<file path="src/rtl/dense_layer_mac.sv">
// dense_layer_mac: sequential fully-connected layer engine, y[i] = sum_j(x[j]*w[i][j]) + b[i].
// Q8.24 signed fixed point with a single time-shared multiplier; one MAC per cycle,
// one bias/writeback cycle per output element.
// Optional feature macro: DENSE_SAT_EN -- saturate each result to the signed WIDTH range
// (default build wraps to the low WIDTH bits instead).
//
// state | meaning
// ------+-------------------------------------------------------------
// IDLE  | waiting for start; operands captured on the start edge
// MAC   | acc += x[j]*w[i][j], one input element per cycle
// BIAS  | y[i] = narrow((acc >>> FRAC) + b[i]); clear acc, advance i
// DONE  | one-cycle done pulse, y_out complete
module dense_layer_mac #(
    parameter int WIDTH = 32,
    parameter int FRAC  = 24,
    parameter int N_IN  = 3,
    parameter int N_OUT = 3
) (
    input  logic                        clk,
    input  logic                        rst,
    input  logic                        start,
    input  logic [N_IN*WIDTH-1:0]       x_in,
    input  logic [N_OUT*N_IN*WIDTH-1:0] w_in,
    input  logic [N_OUT*WIDTH-1:0]      b_in,
    output logic                        busy,
    output logic                        done,
    output logic [N_OUT*WIDTH-1:0]      y_out
);

    localparam int ACC_W = 2*WIDTH + $clog2(N_IN) + 1;
    localparam int JW    = (N_IN  > 1) ? $clog2(N_IN)  : 1;
    localparam int IW    = (N_OUT > 1) ? $clog2(N_OUT) : 1;
    localparam logic [JW-1:0] J_LAST = JW'(N_IN - 1);
    localparam logic [IW-1:0] I_LAST = IW'(N_OUT - 1);

    typedef enum logic [1:0] {IDLE, MAC, BIAS, DONE} state_t;

    state_t state, state_nxt;

    logic [N_IN*WIDTH-1:0]       x_r;
    logic [N_OUT*N_IN*WIDTH-1:0] w_r;
    logic [N_OUT*WIDTH-1:0]      b_r;
    logic signed [ACC_W-1:0]     acc;
    logic [IW-1:0]               i_cnt;
    logic [JW-1:0]               j_cnt;

    logic signed [WIDTH-1:0]     x_cur;
    logic signed [WIDTH-1:0]     w_cur;
    logic signed [WIDTH-1:0]     b_cur;
    logic signed [2*WIDTH-1:0]   prod;
    logic signed [ACC_W-1:0]     prod_ext;
    logic [WIDTH-1:0]            y_new;

    logic j_last;
    logic i_last;

    assign j_last = (j_cnt == J_LAST);
    assign i_last = (i_cnt == I_LAST);

    // Operand select and the shared multiplier.
    always_comb begin
        x_cur    = x_r[j_cnt*WIDTH +: WIDTH];
        w_cur    = w_r[(i_cnt*N_IN + j_cnt)*WIDTH +: WIDTH];
        b_cur    = b_r[i_cnt*WIDTH +: WIDTH];
        prod     = x_cur * w_cur;
        prod_ext = {{(ACC_W-2*WIDTH){prod[2*WIDTH-1]}}, prod};
    end

`ifdef DENSE_SAT_EN
    logic signed [ACC_W-1:0] r_full;
    logic [ACC_W-WIDTH:0]    r_top;

    // Rescale, add bias, then clamp to the signed WIDTH range.
    always_comb begin
        r_full = (acc >>> FRAC) + {{(ACC_W-WIDTH){b_cur[WIDTH-1]}}, b_cur};
        r_top  = r_full[ACC_W-1:WIDTH-1];
        if ((&r_top) || !(|r_top))
            y_new = r_full[WIDTH-1:0];
        else if (r_full[ACC_W-1])
            y_new = {1'b1, {(WIDTH-1){1'b0}}};
        else
            y_new = {1'b0, {(WIDTH-1){1'b1}}};
    end
`else
    // Rescale and add bias; only the low WIDTH bits are kept, so the sum is formed at WIDTH.
    always_comb begin
        y_new = acc[FRAC +: WIDTH] + b_cur;
    end
`endif

    // State register.
    always_ff @(posedge clk) begin
        if (rst)
            state <= IDLE;
        else
            state <= state_nxt;
    end

    // Next-state logic.
    always_comb begin
        state_nxt = state;
        case (state)
            IDLE: if (start) state_nxt = MAC;
            MAC:  if (j_last) state_nxt = BIAS;
            BIAS: state_nxt = i_last ? DONE : MAC;
            DONE: state_nxt = IDLE;
            default: state_nxt = IDLE;
        endcase
    end

    // Status outputs decoded from state.
    always_comb begin
        busy = (state != IDLE);
        done = (state == DONE);
    end

    // Operand capture, accumulation, counters and result writeback.
    always_ff @(posedge clk) begin
        if (rst) begin
            x_r   <= '0;
            w_r   <= '0;
            b_r   <= '0;
            acc   <= '0;
            i_cnt <= '0;
            j_cnt <= '0;
            y_out <= '0;
        end else begin
            case (state)
                IDLE: begin
                    if (start) begin
                        x_r   <= x_in;
                        w_r   <= w_in;
                        b_r   <= b_in;
                        acc   <= '0;
                        i_cnt <= '0;
                        j_cnt <= '0;
                    end
                end
                MAC: begin
                    acc <= acc + prod_ext;
                    if (!j_last)
                        j_cnt <= j_cnt + 1'b1;
                end
                BIAS: begin
                    y_out[i_cnt*WIDTH +: WIDTH] <= y_new;
                    acc   <= '0;
                    j_cnt <= '0;
                    if (!i_last)
                        i_cnt <= i_cnt + 1'b1;
                end
                default: ;
            endcase
        end
    end

endmodule

</file>
<file path="config.mk">
export PLATFORM = sky130hd
export DESIGN_NAME = dense_layer_mac
export DESIGN_NICKNAME = d
export VERILOG_FILES = /design/src/rtl/dense_layer_mac.sv
export SDC_FILE = /design/constraint.sdc
export NUM_CORES = 2
export LEC_CHECK = 0
export ABC_AREA = 1
export CAP_MARGIN = 20
export CORE_MARGIN = 2
export CORE_UTILIZATION = 46
export DETAILED_ROUTE_END_ITERATION = 8
export PLACE_DENSITY = 0.67
export SYNTH_ARGS = -nofsm -noshare
export SYNTH_HDL_FRONTEND = slang
export SYNTH_SLANG_ARGS = --single-unit
</file>
<file path="constraint.sdc">
create_clock -name clk -period 11.1 [get_ports clk]
set_input_delay 1.11 -clock clk [delete_from_list [all_inputs] [get_ports clk]]
set_output_delay 1.11 -clock clk [all_outputs]
set_load 0.02 [all_outputs]
</file>
# Word level (Yosys, flattened, before mapping)
# Index checks and enable logic that the tools add are counted.
[totals]
ff_bits = 649
ramBits = 0
latch_bits = 0
n_memories = 0
out_inout_bits = 98
mem_bits_ro = 0
[classes]
n_mux = 12
bitwise = 0
div_mod_pow = 0
addsub = 6
reduce_logical = 9
mul = 2
shift = 5
magnitude_cmp = 0
n_eq_ne = 9
[op_table]
columns = ["operator", "n"]
rows = [
  ["variable part select 288 x 11 -> 32 bit", 1],
  ["one-hot mux 67 bit (3 select lines)", 1],
  ["variable part select 96 x 8 -> 32 bit", 2],
  ["bitwise mux 96 bit", 1],
  ["variable shift 32 x 34 -> 96 bit (first input constant)", 1],
  ["variable part select 32 x 34 -> 96 bit", 1],
  ["adder 67 x 64 -> 67 bit", 1],
  ["two-way mux 67 bit", 1],
  ["multiplier 32 x 32 -> 64 bit", 1],
  ["negation 7 -> 34 bit", 1],
  ["adder 32 bit", 1],
  ["two-way mux 2 bit", 6],
  ["equality test 2 bit (second input constant)", 4],
  ["!= test 2 bit (second input constant)", 4],
  ["one-hot mux 2 bit (4 select lines)", 1],
  ["one-hot mux 2 bit (3 select lines)", 1],
  ["AND reduction 2 bit", 3],
  ["AND reduction 3 bit", 2],
  ["adder 4 x 2 -> 5 bit", 1],
  ["adder 2 x 1 -> 2 bit (second input constant)", 2],
  ["multiplier 2 x 2 -> 4 bit (second input constant)", 1],
  ["one-hot mux 2 bit (2 select lines)", 1],
  ["nonzero test 2 bit", 2],
  ["nonzero test 3 bit", 1],
  ["2 further kinds", 2],
]

# Longest topological paths before layout
[logic_depth]
word_depth = 6
depth_mapped = 51

# Worst setup path before layout
# No wires, ideal clock.
[synth_timing]
kind = "flip-flop to flip-flop"
startpoint = "register i_cnt[0]"
endpoint = "register acc[51]"
period_less_slack_ns = 10.501
path_stages_with_launch = 44
n_path_buf = 6
arrival_time_ns = 10.369
setup_ns = 0.132
path_slack_ns = 0.599
path_cell_list = "dfxtp_1 > clkbuf_1 > inv_1 > clkbuf_1 > clkbuf_1 > fa_1 > inv_1 > ha_1 > fa_1 > buf_2 > inv_2 > buf_1 > clkbuf_1 > a311o_1 > nand2_1 > nor2_1 > inv_1 > fa_1 > [... 8 more ...] > fa_1 > inv_1 > fa_1 > inv_1 > ha_1 > nand2_1 > nor2_1 > inv_1 > nor2_1 > nand3_1 > inv_1 > nand3_1 > nand3_1 > a21o_1 > a21oi_1 > or2_2 > nand3_1 > a21oi_1"
[synth_via]
elab_chain_len = 6
[synth_rtl]
columns = ["element", "line_no", "text"]
rows = [
  ["from (decl)", "44", "logic [IW-1:0] i_cnt;"],
  ["from (signal assigned)", "149", "i_cnt <= i_cnt + 1'b1;"],
  ["multiplier 2 x 2 -> 4 bit", "63", "w_cur = w_r[(i_cnt*N_IN + j_cnt)*WIDTH +: WIDTH];"],
  ["adder 4 x 2 -> 5 bit", "63", ""],
  ["variable part select 288 x 11 -> 32 bit", "63", ""],
  ["multiplier 32 x 32 -> 64 bit", "65", "prod = x_cur * w_cur;"],
  ["adder 67 x 64 -> 67 bit", "140", "acc <= acc + prod_ext;"],
  ["one-hot mux 67 bit (3 select lines)", "128", "case (state)"],
  ["to (signal assigned)", "140", ""],
  ["to (decl)", "43", "logic signed [ACC_W-1:0] acc;"],
]
# No other way between the ends.
# A chain may end at the register's enable or synchronous reset.

# Final worst setup path
# Ends and elaborated chain as after synthesis.

==> summary.md <==
In the final routed layout, each cell accounts on average for 24.64 µm. Setup repair after global routing left no endpoint under its margin. The flop and latch count out of synthesis is 638. Setup violations remaining at the end of the flow were counted as 0.

Headroom to the max-slew limit came out at 24.02%. Fill cells in the final layout number 12830. For hold timing, the worst endpoint is w_r[259]$_SDFFE_PP0P_. Data arrives at the worst endpoint at 11180 ps. For the number of nets produced by synthesis, the log shows 9804. For this run, asynchronously set or reset flops after synthesis account for 0%. In this run, CTS created clock tree buffers numbering 74. Buffers placed on the I/O ports in this run total 580. Number of flops mapped to enable cells by yosys: 0. Once placement finished, the instance area stood at 70750 µm². Summed over all failing endpoints, the final setup total negative slack is 0 ps. After clock tree synthesis, the clock-pin slew on the worst setup and hold paths is 60 ps.

The placer's final routability congestion estimate is 1.027. The required time at the worst-slack endpoint is 11630 ps. Leaving out fill and tap cells, the most frequent cells in the layout are 1429 x nor2_1, 1298 x nand2_1, 1264 x inv_1, 1081 x fa_1, 657 x o21ai_0. The area growth from synthesis to layout is 16.60%. The final layout contains 10190 nets. STA classifies the critical path endpoint as a flop.

The slowest stage of the critical path belongs to the cell fa_2. The cell area that synthesis handed to floorplanning was 62990 µm². Across every metal layer, demand over resource in global routing totals 36.05%. The flow ran to the end, and the final reports show no timing, DRC or antenna violations. Static timing analysis puts the maximum clock frequency at 93.96 MHz. Kind of launch point of the worst setup path: a flop. The area of the die came out at 139900 µm². The tools report the fraction of the yosys area taken by sequential cells as 20.28%. Number of levels in the clock H-tree: 3. In the synthesized netlist the dominant register cell turns out to be dfxtp_1. The synthesized area per cell works out to 7.875 µm².

The tools report the number of remaining DRC errors as 0. The run gives 0 as the antenna violation net count after detailed routing. For the final database, setup skew stands at 79.49 ps.

For this configuration, the core starts out at a cell density of 46.44%. The via total after detailed routing is 57290, and the peak per-stage delay on the critical path is 630 ps. For the initial antenna violation count, the log shows 30. Tracing the worst setup path back leads to its startpoint at i_cnt[0]$_SDFFE_PP0P_.

The hold violation total from the final report came out at 0. The tools report the source of the worst hold timing path as w_r[259]$_SDFFE_PP0P_. Depth of the worst hold-timing path: 2. For this block, the initial DRC count from the detailed router was 5749. TritonCTS built the clock tree.

The post-detailed-route via-to-cell ratio is 5.593. The largest net degree at the start of global routing is 273, and the vertical extent of the die is 374.1 µm. The path class of the tightest hold or removal check is reg -> reg.

The total overflow reported by the global router was 0. The library cell used most frequently in the layout, excluding fill and tap cells, is nor2_1. The total number of yosys warnings came out at 0. Clock tree synthesis selected as its root buffer the cell clkbuf_16. The clock drives 638 sinks. The logs give 581 for the number of placed I/O pins and 56 for the distinct cell type count after synthesis.

The final period utilization works out to 95.88%. The first-pass GRT wire length was 371600 µm. The clock latency reported for the late side of the worst-skew pair came out at 710 ps. The worst reg2reg path endpoint was acc[51]$_SDFFE_PP0P_. The maximum fanout encountered on the critical timing path works out to 16. The placed wire-length estimate after detailed placement was 200300 µm. For the worst flop-to-flop path, the logic depth is 37.

The run gives 3 as the buffer depth of the longest clock path. Measured along the x axis, the die boundary spans 374.1 µm. At the pin with the least slew margin, the transition time is 1138 ps. The dominant cell type by count on the critical path was fa_1.

The run gives 0 as the setup fix buffers added after clock tree synthesis. The post-route cell area was 73450 µm²; the max-capacitance violation count was 0. For this block, the routed nets add up to 252400 µm of wire.

Once the clock tree was built, the resizer swapped 0 gates to a different size. The cell count after synthesis is 7999, and the clock period minus worst slack is 10640 ps. The tools report the minimum setup slack among reg-to-reg paths as 460 ps.

For the number of rows created at floorplan, the log shows 135. For the number of global-route vias before repair, the log shows 58240. Fraction of layout cells with a size suffix above 1: 4.879%. The final number of max-transition violations came out at 0.

The tools report the reg-to-reg startpoint as i_cnt[0]$_SDFFE_PP0P_. Before antenna repair, the detailed router went through 7 iterations. The critical path start-end classification was reg -> reg. After floorplanning, the core was sized to cover 135600 µm². After clock tree synthesis, the flow added hold-fix buffers numbering 0.
## sequential cells by signal, indices dropped and copies added (netlist names)
signal,count
b_r,96
state,2
x_r,96
j_cnt,2
y_out,96
i_cnt,2
w_r,288
acc,56
## layer usage
metal | track usage [%] | up-vias | share of wire (%)
met3 | 9.760 | 690 | 11
met4 | 20.54 | 16 | 6.7
li1 | - | 25100 | -
met5 | 0 | - | 0.041
met1 | 45.13 | 28460 | 38
met2 | 56.28 | 3029 | 45
## cell families (layout without fill, tap and decap cells)
| family | Yosys count | count (layout) | synth area share (%) |
|---|---|---|---|
| compound gates | 1226 | 1226 | 10.56 |
| other cells | 0 | 18 | 0 |
| buf+inv | 1751 | 2196 | 10.71 |
| fa+ha+maj | 1322 | 1322 | 39.15 |
| flops | 638 | 638 | 20.28 |
| simple gates | 3028 | 3028 | 18.83 |
| xor+xnor | 34 | 34 | 0.4727 |
## critical path: cells and delay by family, from the launching register on
family,cells,cell delay (ps)
adders and majority gates,12,6080
buffers and inverters,11,1510
AOI/OAI and AO/OA,7,1420
DFF,1,340
and+or+nand+nor,7,1090
## synth_stat cells, types with 14 or more instances
cell type / n / share of area, %
inv_1: 1268 / 7.6
ha_1: 240 / 4.8
xor2_1: 23 / 0.32
buf_1: 18 / 0.11
buf_2: 81 / 0.64
nand4_1: 15 / 0.15
inv_2: 30 / 0.18
a311o_1: 14 / 0.22
nor2_1: 1432 / 8.5
or2_2: 46 / 0.46
nand2_1: 1298 / 7.7
fa_1: 1082 / 34
a221oi_1: 20 / 0.28
a21oi_1: 412 / 3.3
clkbuf_1: 327 / 1.9
a21o_1: 14 / 0.17
o21ai_0: 657 / 5.2
nor3_1: 21 / 0.17
dfxtp_1: 638 / 20
nand3_1: 191 / 1.5
## cell type report
| class | instances | area, µm² | share of cell area, % |
|---|---|---|---|
| repair buffers | 755 | 7237 | 9.853 |
| inverters | 1309 | 4933 | 6.717 |
| clock buffers | 109 | 2193 | 2.986 |
| multi-input cells | 5610 | 43620 | 59.39 |
| well taps | 1781 | 2228 | 3.034 |
| diodes | 18 | 45.04 | 0.06132 |
| flip-flops and latches | 638 | 12770 | 17.39 |
| clock inverters | 23 | 420.4 | 0.5724 |
## how the worst max path moves through the flow
stage | to | slack [ps]
CTS | acc[51]$_SDFFE_PP0P_ | 350
global route | acc[48]$_SDFFE_PP0P_ | 10
finish | acc[51]$_SDFFE_PP0P_ | 460
global placement | acc[51]$_SDFFE_PP0P_ | 430
floorplan | acc[51]$_SDFFE_PP0P_ | 600
detailed placement | acc[51]$_SDFFE_PP0P_ | 390
## metrics by stage
step	worst slack [ps]	cells	hold slack [ps]	utilization, %
5_1_grt	12.73	10240	474.0	54.14
3_5_place_dp	388.5	10090	443.4	52.16
4_1_cts	350.4	10220	452.5	54.09
6_report	457.4	10240	450.9	54.15
2_1_floorplan	599.0	7999	420.0	-
3_3_place_gp	429.3	10090	437.2	52.16
Power is not shown: default switching activity piles up to over one toggle a cycle in this logic, so the estimate is an artifact.
